--- src/rtl/stim_player_pkg.sv ---
// rtl/stim_player_pkg.sv - shared types and constants for the stimulus vector player
package stim_player_pkg;

  // Playback sequencer states
  typedef enum logic [1:0] {
    ST_IDLE,
    ST_RUN,
    ST_PAUSE,
    ST_DONE
  } state_e;

  // MISR feedback taps for the output signature
  localparam logic [15:0] SIG_POLY = 16'hB400;

  // Saturation value of the 16-bit wrap counter
  localparam logic [15:0] CNT_SAT = 16'hFFFF;

endpackage

--- src/rtl/stim_vec_ram.sv ---
// rtl/stim_vec_ram.sv - 1W1R synchronous read-first vector table
module stim_vec_ram #(
  parameter int DEPTH  = 1011,
  parameter int VEC_W  = 3,
  parameter int ADDR_W = $clog2(DEPTH)
) (
  input  logic              clock,
  input  logic              wr_en,
  input  logic [ADDR_W-1:0] wr_addr,
  input  logic [VEC_W-1:0]  wr_data,
  input  logic              rd_en,
  input  logic [ADDR_W-1:0] rd_addr,
  output logic [VEC_W-1:0]  rd_data
);

  localparam logic [ADDR_W:0] DEPTH_L = (ADDR_W+1)'(DEPTH);

  logic [VEC_W-1:0] mem_q [DEPTH];
  logic             wr_ok;

  // Addresses past the last entry are not backed by storage and are dropped
  assign wr_ok = wr_en && ({1'b0, wr_addr} < DEPTH_L);

  // Write and read on the same edge; the read returns the pre-write contents
  always_ff @(posedge clock) begin
    if (wr_ok) begin
      mem_q[wr_addr] <= wr_data;
    end
    if (rd_en) begin
      rd_data <= mem_q[rd_addr];
    end
  end

endmodule

--- src/rtl/stim_vector_player.sv ---
// rtl/stim_vector_player.sv - vector table sequencer with run/pause/stop, loop and optional MISR (STIM_PLAYER_SIG_EN)
module stim_vector_player #(
  parameter int VEC_W  = 3,
  parameter int DEPTH  = 1011,
  parameter int ADDR_W = $clog2(DEPTH),
  parameter int CNT_W  = 32,
  parameter int OBS_W  = 4,
  parameter int SIG_W  = 16
) (
  input  logic              clock,
  input  logic              reset,
  input  logic              wr_en,
  input  logic [ADDR_W-1:0] wr_addr,
  input  logic [VEC_W-1:0]  wr_data,
  input  logic              start,
  input  logic              stop,
  input  logic              pause,
  input  logic              loop_mode,
  input  logic [ADDR_W:0]   length,
  input  logic [OBS_W-1:0]  obs_in,
  output logic [VEC_W-1:0]  vec_out,
  output logic              vec_valid,
  output logic              busy,
  output logic              done,
  output logic [CNT_W-1:0]  issued_cnt,
  output logic [15:0]       wrap_cnt,
  output logic [SIG_W-1:0]  sig_out
);

  import stim_player_pkg::*;

  localparam logic [ADDR_W:0] DEPTH_L = (ADDR_W+1)'(DEPTH);

  state_e            state_q;
  logic [ADDR_W:0]   len_q;
  logic              loop_q;
  logic [ADDR_W-1:0] rd_ptr_q;
  logic              rd_vld_q;   // table read data is waiting to be issued
  logic              rd_last_q;  // that pending data is the last entry of a pass
  logic              rd_end_q;   // one-shot pass has read its last entry
  logic [VEC_W-1:0]  vec_q;
  logic              vec_valid_q;
  logic              busy_q;
  logic              done_q;
  logic [CNT_W-1:0]  issued_q;
  logic [15:0]       wrap_q;

  logic              busy_st;
  logic              start_ok;
  logic              adv;
  logic              rd_fire;
  logic              ptr_last;
  logic [ADDR_W:0]   len_d;
  logic [VEC_W-1:0]  ram_rd_data;

  assign busy_st  = (state_q == ST_RUN) || (state_q == ST_PAUSE);
  assign start_ok = start && !busy_st;
  // One playback step: issue any pending vector and fetch the next entry
  assign adv      = busy_st && !stop && !pause;
  assign rd_fire  = adv && !rd_end_q;
  assign ptr_last = ({1'b0, rd_ptr_q} == (len_q - (ADDR_W+1)'(1)));
  assign len_d    = ((length == '0) || (length > DEPTH_L)) ? DEPTH_L : length;

  stim_vec_ram #(
    .DEPTH  (DEPTH),
    .VEC_W  (VEC_W),
    .ADDR_W (ADDR_W)
  ) u_ram (
    .clock   (clock),
    .wr_en   (wr_en),
    .wr_addr (wr_addr),
    .wr_data (wr_data),
    .rd_en   (rd_fire),
    .rd_addr (rd_ptr_q),
    .rd_data (ram_rd_data)
  );

  // Playback FSM with read pipeline, issue stage and counters
  always_ff @(posedge clock) begin
    if (reset) begin
      state_q     <= ST_IDLE;
      len_q       <= DEPTH_L;
      loop_q      <= 1'b0;
      rd_ptr_q    <= '0;
      rd_vld_q    <= 1'b0;
      rd_last_q   <= 1'b0;
      rd_end_q    <= 1'b0;
      vec_q       <= '0;
      vec_valid_q <= 1'b0;
      busy_q      <= 1'b0;
      done_q      <= 1'b0;
      issued_q    <= '0;
      wrap_q      <= '0;
    end else if (stop) begin
      state_q     <= ST_IDLE;
      rd_vld_q    <= 1'b0;
      vec_q       <= '0;
      vec_valid_q <= 1'b0;
      busy_q      <= 1'b0;
      done_q      <= 1'b0;
    end else if (start_ok) begin
      state_q     <= ST_RUN;
      len_q       <= len_d;
      loop_q      <= loop_mode;
      rd_ptr_q    <= '0;
      rd_vld_q    <= 1'b0;
      rd_last_q   <= 1'b0;
      rd_end_q    <= 1'b0;
      vec_valid_q <= 1'b0;
      busy_q      <= 1'b1;
      done_q      <= 1'b0;
      issued_q    <= '0;
      wrap_q      <= '0;
    end else if (busy_st && pause) begin
      // Freeze: pending read data stays in the RAM output register
      state_q     <= ST_PAUSE;
      vec_valid_q <= 1'b0;
    end else if (adv) begin
      state_q <= ST_RUN;
      if (rd_vld_q) begin
        vec_q       <= ram_rd_data;
        vec_valid_q <= 1'b1;
        if (!(&issued_q)) begin
          issued_q <= issued_q + CNT_W'(1);
        end
        if (rd_last_q && loop_q && (wrap_q != CNT_SAT)) begin
          wrap_q <= wrap_q + 16'd1;
        end
      end else begin
        vec_valid_q <= 1'b0;
      end
      rd_vld_q <= rd_fire;
      if (!rd_end_q) begin
        rd_last_q <= ptr_last;
        if (ptr_last) begin
          rd_ptr_q <= '0;
          rd_end_q <= !loop_q;
        end else begin
          rd_ptr_q <= rd_ptr_q + ADDR_W'(1);
        end
      end
      // Nothing pending and nothing left to read: the one-shot pass is over
      if (!rd_vld_q && rd_end_q) begin
        state_q <= ST_DONE;
        busy_q  <= 1'b0;
        done_q  <= 1'b1;
      end
    end
  end

  assign vec_out    = vec_q;
  assign vec_valid  = vec_valid_q;
  assign busy       = busy_q;
  assign done       = done_q;
  assign issued_cnt = issued_q;
  assign wrap_cnt   = wrap_q;

`ifdef STIM_PLAYER_SIG_EN
  logic [SIG_W-1:0] sig_q;

  // MISR compaction of DUT outputs on every cycle carrying a fresh vector
  always_ff @(posedge clock) begin
    if (reset) begin
      sig_q <= '0;
    end else if (stop) begin
      sig_q <= sig_q;
    end else if (start_ok) begin
      sig_q <= '0;
    end else if (vec_valid_q) begin
      sig_q <= {sig_q[SIG_W-2:0], ^(sig_q & SIG_W'(SIG_POLY))} ^ SIG_W'(obs_in);
    end
  end

  assign sig_out = sig_q;
`else
  logic unused_obs;

  assign unused_obs = ^obs_in;
  assign sig_out    = '0;
`endif

endmodule

--- config.mk ---
export PLATFORM = sky130hd
export DESIGN_NAME = stim_vector_player
export DESIGN_NICKNAME = d
export VERILOG_FILES = /design/src/rtl/stim_player_pkg.sv /design/src/rtl/stim_vec_ram.sv /design/src/rtl/stim_vector_player.sv
export SDC_FILE = /design/constraint.sdc
export NUM_CORES = 2
export LEC_CHECK = 0
export CAP_MARGIN = 20
export CORE_MARGIN = 1.5
export CORE_UTILIZATION = 30
export DETAILED_ROUTE_END_ITERATION = 8
export HOLD_SLACK_MARGIN = 0.05
export SLEW_MARGIN = 20
export SYNTH_ARGS = -nofsm -noshare
export SYNTH_HDL_FRONTEND = slang
export SYNTH_SLANG_ARGS = --single-unit
--- constraint.sdc ---
create_clock -name clock -period 10.2 [get_ports clock]
set_clock_uncertainty 0.1 [all_clocks]
set_input_delay 3.06 -clock clock [delete_from_list [all_inputs] [get_ports clock]]
set_output_delay 3.06 -clock clock [all_outputs]
set_load 0.01 [all_outputs]
### Word-level counts from Yosys, hierarchy flattened

Memory sizes are Yosys's and may differ from the RTL's. A register that Yosys moved wholly into a read port is not among the register bits.
Index checks and enable logic that the tools add are counted.

| word-level totals | value |
|---|---|
| bits in writable memories | 3033 |
| output and inout bits | 70 |
| flip-flop bits (word level) | 81 |
| input port bits | 35 |
| word-level logic and storage cells | 104 |
| memories kept | 1 |

Memories:

| memory | words | bits a word | read ports | clocked after Yosys merged registers in | wr ports | RTL line | RTL |
|---|---|---|---|---|---|---|---|
| u_ram.mem_q | 1011 | 3 | 1 | 1 | 1 | stim_vec_ram.sv:18 | `logic [VEC_W-1:0] mem_q [DEPTH];` |

| operators by class | value |
|---|---|
| bitwise operators | 3 |
| multiplexer cells | 36 |
| eq/ne operators | 7 |
| add/subtract/negate cells | 4 |
| $lt $le $gt $ge | 2 |
| reduce and logical (&&, ||, !) cells | 37 |

Operator list:

| operator | count |
|---|---|
| 2-to-1 mux 32 bit | 5 |
| 2-to-1 mux 16 bit | 5 |
| 2-to-1 mux 10 bit | 5 |
| adder 32 x 1 -> 32 bit, second input constant | 1 |
| AND reduction 32 bit | 1 |
| 2-to-1 mux 1 bit | 17 |
| adder 16 x 1 -> 16 bit, second input constant | 1 |
| inequality test 16 bit, second input constant | 1 |
| equality test 10 x 11 -> 1 bit | 1 |
| greater-than comparator 11 x 10 -> 1 bit, second input constant | 1 |
| zero test 11 bit | 1 |
| 2-to-1 mux 11 bit | 1 |
| subtractor 11 x 1 -> 11 bit, second input constant | 1 |
| adder 10 x 1 -> 10 bit, second input constant | 1 |
| less-than comparator 10 bit, second input constant | 1 |
| AND reduction 5 bit | 2 |
| nonzero test 2 bit | 5 |
| logical AND 1 bit | 9 |
| AND reduction 3 bit | 3 |
| AND reduction 4 bit | 2 |
| zero test 1 bit | 6 |
| 2-to-1 mux 2 bit | 3 |
| inequality test 2 bit, second input constant | 2 |
| AND reduction 2 bit | 2 |
| other kinds (9) | 12 |

### Logic depth before layout (Yosys ltp)

| depth | value |
|---|---|
| depth after elaboration | 7 |
| depth in mapped cells | 16 |
| gate-level depth less buffers | 10 |

### Modules after synthesis

From an unflattened synthesis, not the netlist that was laid out.

| unflattened totals | value |
|---|---|
| cells, all modules | 7041 |
| area total of the unflattened synthesis | 126111.0 um^2 |

By module, submodules not included:

| module | area each (um^2) | instances | cells an instance | sequential area each (um^2) |
|---|---|---|---|---|
| stim_vec_ram | 121826.8 | 1 | 6523 | 91167.4 |
| stim_vector_player | 4284.1 | 1 | 518 | 1621.6 |

### Worst setup path after synthesis

Ideal clock, no wire load.

| timing path | value |
|---|---|
| kind | input-to-reg |
| start point | in wr_addr[6] |
| end point | mem u_ram.mem_q[129][0], enable pin |
| library setup time | 0.319 ns |
| setup slack | 5.012 ns |
| data arrival time | 4.768 ns |
| data required time | 9.781 ns |
| buffers on the path | 2 |
| cell stages on the path | 8 |
| cell sequence | and2_1 > clkbuf_1 > o2111ai_1 > nand2_1 > nor3b_1 > nand2_1 > clkbuf_1 > nor2_1 |

| between the ends | value |
|---|---|
| longest elaborated chain between the ends | 4 |

Ends and longest elaborated chain:

| what | RTL line | RTL |
|---|---|---|
| start: declaration | stim_vector_player.sv:13 | `input logic [ADDR_W-1:0] wr_addr,` |
| less-than comparator 10 bit | stim_vec_ram.sv:22 | `assign wr_ok = wr_en && ({1'b0, wr_addr} < DEPTH_L);` |
| logical AND 1 bit | stim_vec_ram.sv:22 |  |
| 2-to-1 mux 1 bit | stim_vec_ram.sv:26 | `if (wr_ok) begin` |
| 2-to-1 mux 1 bit (implied by the code) | stim_vec_ram.sv:27 | `mem_q[wr_addr] <= wr_data;` |
| end: declaration | stim_vec_ram.sv:18 |  |

Several ways; a longest one is shown, not always the timed one.

### Final worst setup path

| timing path | value |
|---|---|
| start point | in wr_addr[8] |
| end point | mem u_ram.mem_q[279][1], enable pin |

Same word-level chain as after synthesis.

==> results.json <==
{
  "outcome": "finished, final reports clean",
  "fin_crit_ns": 6.57,
  "track_usage_pct": 17.4,
  "place_ws_ns": 2.85,
  "cts_root_buf": "clkbuf_16",
  "critical_path_class": "primary input to register",
  "critPathRequiredTime_ns": 10.64,
  "drive_gt1_share_pct": 21.1,
  "drtPass1Iterations": 6,
  "end_kind": "register",
  "finalSetupViolCount": 0,
  "core_mm2": 0.414,
  "r2r-end": "u_ram.rd_data[0]$_DFFE_PP_",
  "async_flop_share_pct": 0,
  "ios": 105,
  "cts_tree": "built",
  "grt_first_pass_wirelength_mm": 524,
  "synth_area_per_cell_um2": 18.5,
  "start_util_pct": 30.2,
  "ir_worst_vdd_v": 0.000116,
  "wl_per_cell_um": 29.7,
  "r2r_start": "rd_ptr_q[2]$_SDFFE_PP0P_",
  "finalCritPeriodShare_pct": 64.4,
  "grt_max_degree": 230,
  "tightest_slew_ns": 1.17,
  "gp_congestion": 0.846,
  "drv_slew": 0,
  "rows": 236,
  "clockBufferDepth": 4,
  "ctsResizeCount": 0,
  "power.net_switching_uw": 5680,
  "finalCoreUtilization_pct": 34.4,
  "areaGrowthSynthToFinish_pct": 14.1,
  "die_area_mm2": 0.421,
  "power.density_mw_per_mm2": 188,
  "synth.distinct_cells": 68,
  "fill_cells": 38600,
  "cts_buffers": 327,
  "hold_path_end": "len_q[10]$_SDFFE_PP0P_",
  "htreeDepth": 5,
  "setup_tns_ns": 0,
  "synth_warnings": 0,
  "reg2reg_depth": 11,
  "synth-seq-area-share_pct": 74.2,
  "setup_slack_ns": 3.63,
  "synth_seq_cells": 3117,
  "fmax_mhz": 152,
  "path_clk_slew_ns": 0.07,
  "post-cts-setup-buffers": 0,
  "die_h_um": 649,
  "layout_common_cells": "edfxtp_1, nor2_1, mux4_2, clkbuf_16, nand2_1",
  "viasPerCell": 5.39,
  "dpl.hpwl_mm": 220,
  "reg2reg_slack_ns": 4.12,
  "cts_sinks": 3117,
  "synth_top_area_share_pct": 72.9,
  "synthTopCellsByArea": "edfxtp_1, mux4_2, nor2_1",
  "routed_wl_mm": 374,
  "num_vias": 67900,
  "grt-ovfl-total": 0,
  "synth_cells": 6761,
  "clkPwrFrac_pct": 43.4,
  "rsz0062_at_grt": "no",
  "drcViolationCount": 0,
  "maxCapViolCount": 0,
  "hp-start": "len_q[10]$_SDFFE_PP0P_",
  "timing.max_slew.rel_slack_pct": 21.1,
  "clock_latency_ns": 0.91,
  "p_int_uw": 21100,
  "synth_area_mm2": 0.125,
  "ctsHoldBuffers": 0,
  "cp_max_fo": 17,
  "min_path_cells": 2,
  "port_buffers": 84,
  "hold_ws_ns": 0.363,
  "layout_commonest_cell": "edfxtp_1",
  "final_nets": 6910,
  "cp.arrival_ns": 7.01,
  "antenna_left": 0,
  "drt_iter0_markers": 9786,
  "comb_power_share_pct": 4.2,
  "hp-class": "register to register",
  "synth_top_area_cell": "edfxtp_1",
  "synth_edf_count": 3036,
  "critPathLaunchType": "primary input",
  "power_frac_seq_pct": 52.5,
  "antenna_found_initial": 32,
  "ys.flop_type": "edfxtp_1",
  "swShare_pct": 21.2,
  "die_w_um": 649,
  "leakagePower_uw": 0.0421,
  "hold_viol_final": 0,
  "grt_pass1_vias": 68100
}
==> area by class of cell <==
type                            count  area [um^2]  area share [%]
Inverter                           17         76.3          0.0535
Clock buffer                      400         8550            6.00
Clock inverter                    186         1700            1.19
Tap cell                         5474         6850            4.80
Antenna cell                        8         20.0          0.0140
Multi-Input combinational cell   3137        30100            21.1
Sequential cell                  3117        92800            65.1
Timing Repair Buffer              271         2540            1.78
==> registers in the layout (all words and copies together), names as in the netlist <==
| signal | flops |
|---|---|
| rd_vld_q | 1 |
| issued_cnt | 32 |
| wrap_cnt | 16 |
| vec_valid | 1 |
| rd_ptr_q | 10 |
| u_ram.rd_data | 3 |
| rd_last_q | 1 |
| u_ram.mem_q | 3033 |
| len_q | 11 |
| busy | 1 |
| done | 1 |
| state_q | 2 |
| loop_q | 1 |
| rd_end_q | 1 |
| vec_out | 3 |
==> cell families (layout without fill, tap and decap cells) <==
logic type,Yosys count,after routing,synth area share (%)
and+or+nand+nor,1686,1686,5.56
xor gates and xnor gates,62,62,0.434
adders and majority gates,4,4,0.0400
AOI/OAI and AO/OA,413,413,2.31
buffers and inverters,522,874,2.08
DFF,3117,3117,74.2
muxes,956,956,15.4
other,1,24,0.00300
==> worst max-delay path, stage by stage <==
cell	delay, ns
clkdlybuf4s50_1	0.76
and3_1	0.53
a31oi_2	1.00
nand2_4	0.69
buf_4	0.57
nor2_1	0.35
==> cells in the mapped netlist (all sizes together), types with 4 or more instances <==
library cell	count
nand2	251
mux2	19
nand3b	4
o31ai	8
o221ai	22
a32oi	5
nor2	1154
buf	218
a22oi	61
nor3	38
a311o	5
a31oi	17
mux4	767
nand3	70
a211oi	34
a221oi	13
o2111ai	6
a311oi	11
nor4	16
xnor2	27
nand2b	24
o32ai	4
and3	24
xor2	35
dfxtp	81
ha	4
a21oi	79
nor3b	9
nor2b	36
nand4	25
inv	17
o211ai	9
a2111oi	15
a22o	6
clkbuf	287
mux2i	170
edfxtp	3036
and4	7
and2	12
o22ai	46
o311ai	8
or3	8
o21ai	41
==> power groups by stage <==
stage / Clock (uW) / Combinational [uW] / Sequential [uW]
floorplan: 0 / 690 / 14300
global placement: 0 / 1110 / 14300
detailed placement: 0 / 1130 / 14300
CTS: 11700 / 1130 / 14100
global route: 12200 / 1180 / 14100
finish: 11600 / 1120 / 14100
==> how the worst max path moves through the flow <==
stage,startpoint,to,slack [ns],depth (start not counted)
after detailed placement,wr_addr[9],u_ram.mem_q[819][2]$_DFFE_PP_,2.85,6
after global placement,wr_addr[9],u_ram.mem_q[791][0]$_DFFE_PP_,2.97,6
after floorplan,wr_addr[6],u_ram.mem_q[129][0]$_DFFE_PP_,5.01,8
after global routing,wr_addr[8],u_ram.mem_q[279][1]$_DFFE_PP_,3.70,6
after CTS,wr_addr[9],u_ram.mem_q[279][1]$_DFFE_PP_,3.79,6
final,wr_addr[8],u_ram.mem_q[279][1]$_DFFE_PP_,3.63,6
==> metal layers <==
metal  up-vias  GRT usage (%)  wire length, um
li1      27200              -                -
met1     36000           23.3           144000
met2      4035           28.0           177000
met3       705           3.42            37700
met4        18           6.62            15700
met5         -              0              103
==> metrics by stage <==
step | cell area [um^2] | std cells | total power [uW]
global placement | 132000 | 12000 | 15400
global route | 143000 | 12600 | 27500
detailed placement | 132000 | 12000 | 15500
finish | 143000 | 12600 | 26800
floorplan | 125000 | 6776 | 15000
CTS | 143000 | 12600 | 26900
(Power assumes the default switching activity.)
